[src/rtl/xbus_hub_pkg.sv]
// Shared definitions for the xbus_hub interconnect: FSM states, bus error
// pattern, default status-register address and status word layout.
package xbus_hub_pkg;

    typedef enum logic [1:0] {
        ST_IDLE = 2'd0,
        ST_WAIT = 2'd1,
        ST_RESP = 2'd2
    } xbus_state_e;

    localparam logic [31:0] BUS_ERR_DATA   = 32'hDEAD_BEEF;
    localparam logic [15:0] DEF_STAT_ADDR  = 16'h03F0;

    // Status word: error count in the upper half, last error address below.
    localparam int STAT_CNT_LSB  = 16;
    localparam int STAT_ADDR_LSB = 0;

    function automatic logic [31:0] stat_word(input logic [15:0] cnt,
                                              input logic [15:0] addr);
        logic [31:0] w;
        w = '0;
        w[STAT_CNT_LSB  +: 16] = cnt;
        w[STAT_ADDR_LSB +: 16] = addr;
        return w;
    endfunction

endpackage

[src/rtl/xbus_decode.sv]
// Priority address decoder: status register first, then the lowest-numbered
// slot whose masked address equals its base, otherwise unmapped.
module xbus_decode
    import xbus_hub_pkg::*;
#(
    parameter int                        ADDR_W    = 10,
    parameter int                        N_SLV     = 8,
    parameter logic [N_SLV*ADDR_W-1:0]   BASES     = '0,
    parameter logic [N_SLV*ADDR_W-1:0]   MASKS     = '0,
    parameter logic [ADDR_W-1:0]         STAT_ADDR = DEF_STAT_ADDR[ADDR_W-1:0]
) (
    input  logic [ADDR_W-1:0] addr,
    output logic [N_SLV-1:0]  slot_oh,
    output logic              stat_hit,
    output logic              unmapped
);

    // Walk slots from highest to lowest so the lowest match overwrites the rest.
    always_comb begin
        slot_oh  = '0;
        stat_hit = (addr == STAT_ADDR);
        if (!stat_hit) begin
            for (int i = N_SLV - 1; i >= 0; i--) begin
                if ((addr & MASKS[i*ADDR_W +: ADDR_W]) == BASES[i*ADDR_W +: ADDR_W]) begin
                    slot_oh    = '0;
                    slot_oh[i] = 1'b1;
                end
            end
        end
        unmapped = !stat_hit && (slot_oh == '0);
    end

endmodule

[src/rtl/xbus_hub.sv]
// Registered, handshaked memory-mapped interconnect between the xctrl master
// and up to N_SLV peripherals, with bus timeout and an error status register.
//
//  state   | meaning
//  --------+-----------------------------------------------------------
//  ST_IDLE | waiting for m_sel; latches request and decode result
//  ST_WAIT | slave selected, waiting for s_ready or timeout
//  ST_RESP | m_ack pulse with m_err/m_rdata, s_sel released
module xbus_hub
    import xbus_hub_pkg::*;
#(
    parameter int                        ADDR_W    = 10,
    parameter int                        DATA_W    = 32,
    parameter int                        N_SLV     = 8,
    parameter logic [N_SLV*ADDR_W-1:0]   BASES     = '0,
    parameter logic [N_SLV*ADDR_W-1:0]   MASKS     = '0,
    parameter logic [ADDR_W-1:0]         STAT_ADDR = DEF_STAT_ADDR[ADDR_W-1:0],
    parameter int                        TIMEOUT   = 16
) (
    input  logic                      clk,
    input  logic                      rst,
    input  logic                      m_sel,
    input  logic                      m_we,
    input  logic [ADDR_W-1:0]         m_addr,
    input  logic [DATA_W-1:0]         m_wdata,
    output logic [DATA_W-1:0]         m_rdata,
    output logic                      m_ack,
    output logic                      m_err,
    output logic [N_SLV-1:0]          s_sel,
    output logic                      s_we,
    output logic [ADDR_W-1:0]         s_addr,
    output logic [DATA_W-1:0]         s_wdata,
    input  logic [N_SLV*DATA_W-1:0]   s_rdata,
    input  logic [N_SLV-1:0]          s_ready,
    output logic                      irq_err
);

    localparam int              TW    = $clog2(TIMEOUT + 1);
    localparam logic [TW-1:0]   TLOAD = TW'(TIMEOUT - 1);

    xbus_state_e         state_q, state_d;
    logic [N_SLV-1:0]    sel_q, sel_d;
    logic                we_q, we_d;
    logic [ADDR_W-1:0]   addr_q, addr_d;
    logic [DATA_W-1:0]   wdata_q, wdata_d;
    logic [TW-1:0]       tcnt_q, tcnt_d;
    logic                ack_q, ack_d;
    logic                err_q, err_d;
    logic                irq_q, irq_d;
    logic [DATA_W-1:0]   rdata_q, rdata_d;
    logic [15:0]         err_cnt_q, err_cnt_d;
    logic [ADDR_W-1:0]   last_err_q, last_err_d;

    logic [N_SLV-1:0]    dec_oh;
    logic                dec_stat;
    logic                dec_unmapped;
    logic [DATA_W-1:0]   slv_rdata;
    logic                slv_ready;
    logic                err_event;
    logic [ADDR_W-1:0]   err_addr;

    xbus_decode #(
        .ADDR_W    (ADDR_W),
        .N_SLV     (N_SLV),
        .BASES     (BASES),
        .MASKS     (MASKS),
        .STAT_ADDR (STAT_ADDR)
    ) u_decode (
        .addr     (m_addr),
        .slot_oh  (dec_oh),
        .stat_hit (dec_stat),
        .unmapped (dec_unmapped)
    );

    // One-hot read-data mux and ready qualifier for the selected slot only.
    always_comb begin
        slv_rdata = '0;
        for (int i = 0; i < N_SLV; i++) begin
            if (sel_q[i]) slv_rdata = slv_rdata | s_rdata[i*DATA_W +: DATA_W];
        end
        slv_ready = |(sel_q & s_ready);
    end

    // Next-state logic for the transaction FSM, response and error bookkeeping.
    always_comb begin
        state_d    = state_q;
        sel_d      = sel_q;
        we_d       = we_q;
        addr_d     = addr_q;
        wdata_d    = wdata_q;
        tcnt_d     = tcnt_q;
        ack_d      = 1'b0;
        err_d      = 1'b0;
        irq_d      = 1'b0;
        rdata_d    = rdata_q;
        err_cnt_d  = err_cnt_q;
        last_err_d = last_err_q;
        err_event  = 1'b0;
        err_addr   = addr_q;
        case (state_q)
            ST_IDLE: begin
                if (m_sel) begin
                    we_d    = m_we;
                    addr_d  = m_addr;
                    wdata_d = m_wdata;
                    if (dec_stat) begin
                        state_d = ST_RESP;
                        ack_d   = 1'b1;
                        if (m_we) begin
                            rdata_d    = '0;
                            err_cnt_d  = '0;
                            last_err_d = '0;
                        end else begin
                            rdata_d = DATA_W'(stat_word(err_cnt_q, 16'(last_err_q)));
                        end
                    end else if (dec_unmapped) begin
                        state_d   = ST_RESP;
                        ack_d     = 1'b1;
                        err_d     = 1'b1;
                        rdata_d   = '0;
                        err_event = 1'b1;
                        err_addr  = m_addr;
                    end else begin
                        state_d = ST_WAIT;
                        sel_d   = dec_oh;
                        tcnt_d  = TLOAD;
                    end
                end
            end
            ST_WAIT: begin
                if (slv_ready) begin
                    state_d = ST_RESP;
                    sel_d   = '0;
                    ack_d   = 1'b1;
                    rdata_d = we_q ? '0 : slv_rdata;
                end else if (tcnt_q == '0) begin
                    state_d   = ST_RESP;
                    sel_d     = '0;
                    ack_d     = 1'b1;
                    err_d     = 1'b1;
                    rdata_d   = DATA_W'(BUS_ERR_DATA);
                    err_event = 1'b1;
                end else begin
                    tcnt_d = tcnt_q - TW'(1);
                end
            end
            default: begin
                state_d = ST_IDLE;
                sel_d   = '0;
            end
        endcase
        if (err_event) begin
            irq_d      = 1'b1;
            last_err_d = err_addr;
            if (err_cnt_q != 16'hFFFF) err_cnt_d = err_cnt_q + 16'd1;
        end
    end

    // State and output registers; reset aborts any transaction at once.
    always_ff @(posedge clk or negedge rst) begin
        if (!rst) begin
            state_q    <= ST_IDLE;
            sel_q      <= '0;
            we_q       <= 1'b0;
            addr_q     <= '0;
            wdata_q    <= '0;
            tcnt_q     <= '0;
            ack_q      <= 1'b0;
            err_q      <= 1'b0;
            irq_q      <= 1'b0;
            rdata_q    <= '0;
            err_cnt_q  <= '0;
            last_err_q <= '0;
        end else begin
            state_q    <= state_d;
            sel_q      <= sel_d;
            we_q       <= we_d;
            addr_q     <= addr_d;
            wdata_q    <= wdata_d;
            tcnt_q     <= tcnt_d;
            ack_q      <= ack_d;
            err_q      <= err_d;
            irq_q      <= irq_d;
            rdata_q    <= rdata_d;
            err_cnt_q  <= err_cnt_d;
            last_err_q <= last_err_d;
        end
    end

    assign s_sel   = sel_q;
    assign s_we    = we_q;
    assign s_addr  = addr_q;
    assign s_wdata = wdata_q;
    assign m_ack   = ack_q;
    assign m_err   = err_q;
    assign m_rdata = rdata_q;
    assign irq_err = irq_q;

endmodule

[config.mk]
export PLATFORM = sky130hd
export DESIGN_NAME = xbus_hub
export DESIGN_NICKNAME = d
export VERILOG_FILES = /design/src/rtl/xbus_hub_pkg.sv /design/src/rtl/xbus_decode.sv /design/src/rtl/xbus_hub.sv
export SDC_FILE = /design/constraint.sdc
export NUM_CORES = 1
export LEC_CHECK = 0
export CAP_MARGIN = 20
export CORE_AREA = 4 4 150 152
export DETAILED_ROUTE_END_ITERATION = 10
export DIE_AREA = 0 0 154 156
export GPL_ROUTABILITY_DRIVEN = 0
export MAX_ROUTING_LAYER = met4
export PLACE_DENSITY = 0.6
export SETUP_SLACK_MARGIN = 0.15
export SYNTH_ARGS = -nofsm -noshare
export SYNTH_HDL_FRONTEND = slang
export SYNTH_SLANG_ARGS = --single-unit
[constraint.sdc]
create_clock -name clk -period 1.86 [get_ports clk]
set_input_delay 0.372 -clock clk [delete_from_list [all_inputs] [get_ports clk]]
set_output_delay 0.372 -clock clk [all_outputs]
set_load 0.01 [all_outputs]
==> metrics <==
result of the run=complete, but fails checks; violations in the final reports=negative setup slack; root buf cell=clkbuf_16; number of synthesized register bits=111; worst-margin pin slew=0.670 ns; vias per cell=4.49; kind of path behind the tightest hold check=in2reg; via total after detailed routing=4687; power consumption=11.2 mW; routing usage on met3=0.0358; pwr/cell area=1350 mW/mm^2; detailed-router iteration count before antenna repair=5; clock tree from TritonCTS=built; maximum number of buffers from clock root to sink=2; clock buffer count from CTS=9; row count=53; global-route usage over all layers=0.131; share of the yosys chip area belonging to registers=0.560; initial core utilization=0.236; placed standard-cell area=0.00725 mm^2; leading cell type by number of instances after synthesis=nand2_1; cell count after placement=999; fin crit share=1.04; crit start category=primary input; Relative slew margins=0.550; number of input and output port buffers inserted=157; minimum hold slack=0.191 ns; global-route met1 utilization=0.162; Post-synth top flop=dfrtp_1; GRT met2 Usage=0.207; number of max-slew violations in the final report=0; maximum clock frequency=517 MHz; pin count of the biggest net entering global routing=47; Post-synth top cells=163 x nand2_1, 111 x dfrtp_1, 58 x a21oi_1; half-perimeter wire length after detailed placement=10900 um; boundary pin count=396; CTS sink count=111; unrepaired setup endpoints after global routing=true; Worst IR Drop VDD=0.000698 V; relative area change from synthesis to final layout=66.8%; required time reported for the critical path endpoint=2.10 ns; width of the die=154 um; number of antenna violations at the first check in global routing=1; post-route minimum period=1.94 ns; number of fillers in the final layout=2065; DRC=0; wire length of the first global-routing pass=24500 um; final setup skew=0.0123 ns; CTS clk-pin slew, worst paths=0.08 ns; most congested layer reported by global routing=met2; CTS HTree Levels=3; DP Worst Slack=-0.845 ns; share of the synthesized area in the top cell type=0.560; count of mapped cells out of synthesis=537; slack of the critical path=-0.0755 ns; post-synthesis cell type count=45; mapped cell area=0.00496 mm^2; Worst setup EP type=flop; 1st-iter DRT viols=189; Max Cap Viol=0; post-synthesis average cell area=9.24 um^2; die height=156 um; Post-synth EDFFs=0; final instance count without filler cells=1045; maximum fanout along the worst path=7; leftover overflow at the end of global routing=0; core utilization of the finished layout=0.393; insertion delay of the later-clocked pin in the worst-skew pair=0.36 ns; fraction of final layout cells sized beyond drive strength 1=0.246; floorplan die area=0.0240 mm^2; cell taking the most area after synthesis=dfrtp_1; Routed WL=16400 um; number of failing setup endpoints in the final timing report=23; routed len/inst=15.7 um; final hold violation count=0; Routed Antenna Nets=0; warning count from the yosys run=0; proportion of synthesized flip-flops having asynchronous set or reset=1.00; number of nets in the layout=1076; category of the most critical setup path=in2reg; Core Region=0.0210 mm^2; Leakage=3.64 nW; Final Instance Area=0.00827 mm^2; final sum of negative setup slack=-1.06 ns; via count of the first global-routing pass=4620; critical path data arrival time=2.18 ns; cells taking the most area after synthesis=dfrtp_1 56%, nand2_1 12%, a21oi_1 5.9%
-- registers in the layout, indices dropped and copies added (netlist names) --
signal / count
state_q: 2
tcnt_q: 5
s_we: 1
s_wdata: 32
m_err: 1
m_rdata: 32
s_addr: 10
m_ack: 1
last_err_q: 10
s_sel: 1
err_cnt_q: 16
-- timing repair --
item,CTS,global route
hold buffers,1,0
endpoints found under the setup margin,78,70
pin swaps,32,27
endpoints found under the hold margin,27,0
cloned,3,5
gates resized for setup,126,38
buffers inserted,8,12
-- logic make-up after synthesis --
kind of cell    count (synthesis)  share of synthesized area
compound gates                137                      0.161
xor+xnor                        4                    0.00706
fa+ha+maj                       2                    0.00504
buf+inv                        44                     0.0467
flops                         111                      0.560
mux                             9                     0.0194
other cells                     1                   0.000756
simple gates                  229                      0.200
-- cell type report --
| cell class | instances | area, um^2 | share of cell area |
|---|---|---|---|
| antenna | 1 | 2.50 | 0.000303 |
| timing repair buffer | 245 | 2440 | 0.295 |
| clock inverter | 6 | 86.3 | 0.0104 |
| tap | 275 | 344 | 0.0416 |
| clock buffer | 10 | 239 | 0.0289 |
| inverter | 8 | 33.8 | 0.00408 |
| sequential | 111 | 2780 | 0.336 |
| multi-input combinational | 389 | 2340 | 0.283 |
-- critical path: stages --
cell     delay [ns]
buf_6          0.09
or4_4          0.54
or3_4          0.43
o22ai_4        0.25
buf_12         0.19
mux2_4         0.30
-- worst paths after layout --
| kind | startpoint | end | slack, ns | depth (start not counted) |
|---|---|---|---|---|
| worst max-delay path | m_addr[2] | m_rdata[15] | -0.08 | 6 |
| worst min-delay path | m_addr[3] | s_addr[3] | 0.19 | 3 |
| worst max register to register | tcnt_q[0] | m_rdata[15] | -0.05 | 8 |
| worst min register to register | s_wdata[26] | s_wdata[26] | 0.47 | 2 |
| max in group asynchronous | rst | m_rdata[5] | 0.75 | 3 |
| min in group asynchronous | rst | m_rdata[11] | 0.49 | 2 |
-- power breakdown --
group	switching, mW	internal (mW)	total (mW)
clock network	0.983	1.12	2.10
logic	2.45	2.74	5.19
registers	0.573	3.29	3.86
-- routing by layer --
| layer | routed length, um | vias up |
|---|---|---|
| met5 | 0 | - |
| met4 | 346 | 0 |
| met3 | 985 | 22 |
| met2 | 7980 | 150 |
| met1 | 7040 | 2249 |
| li1 | - | 2266 |
-- cell usage in the layout, fill, tap and decap left out, drive strengths merged, types with 3 or more instances in the layout --
cell type and n:
nand3 9, nor3 5, clkdlybuf4s50 139, buf 89, o21ai 40, nand4 5
conb 7, and2 3, nand2 163, mux2 5, xnor2 3, nor2 25
nor4 3, dlygate4sd2 12, clkbuf 13, o21a 20, a22oi 8, dfrtp 111
inv 10, mux2i 4, a21oi 58, or3 6
Power figures use the tool's default switching activity.
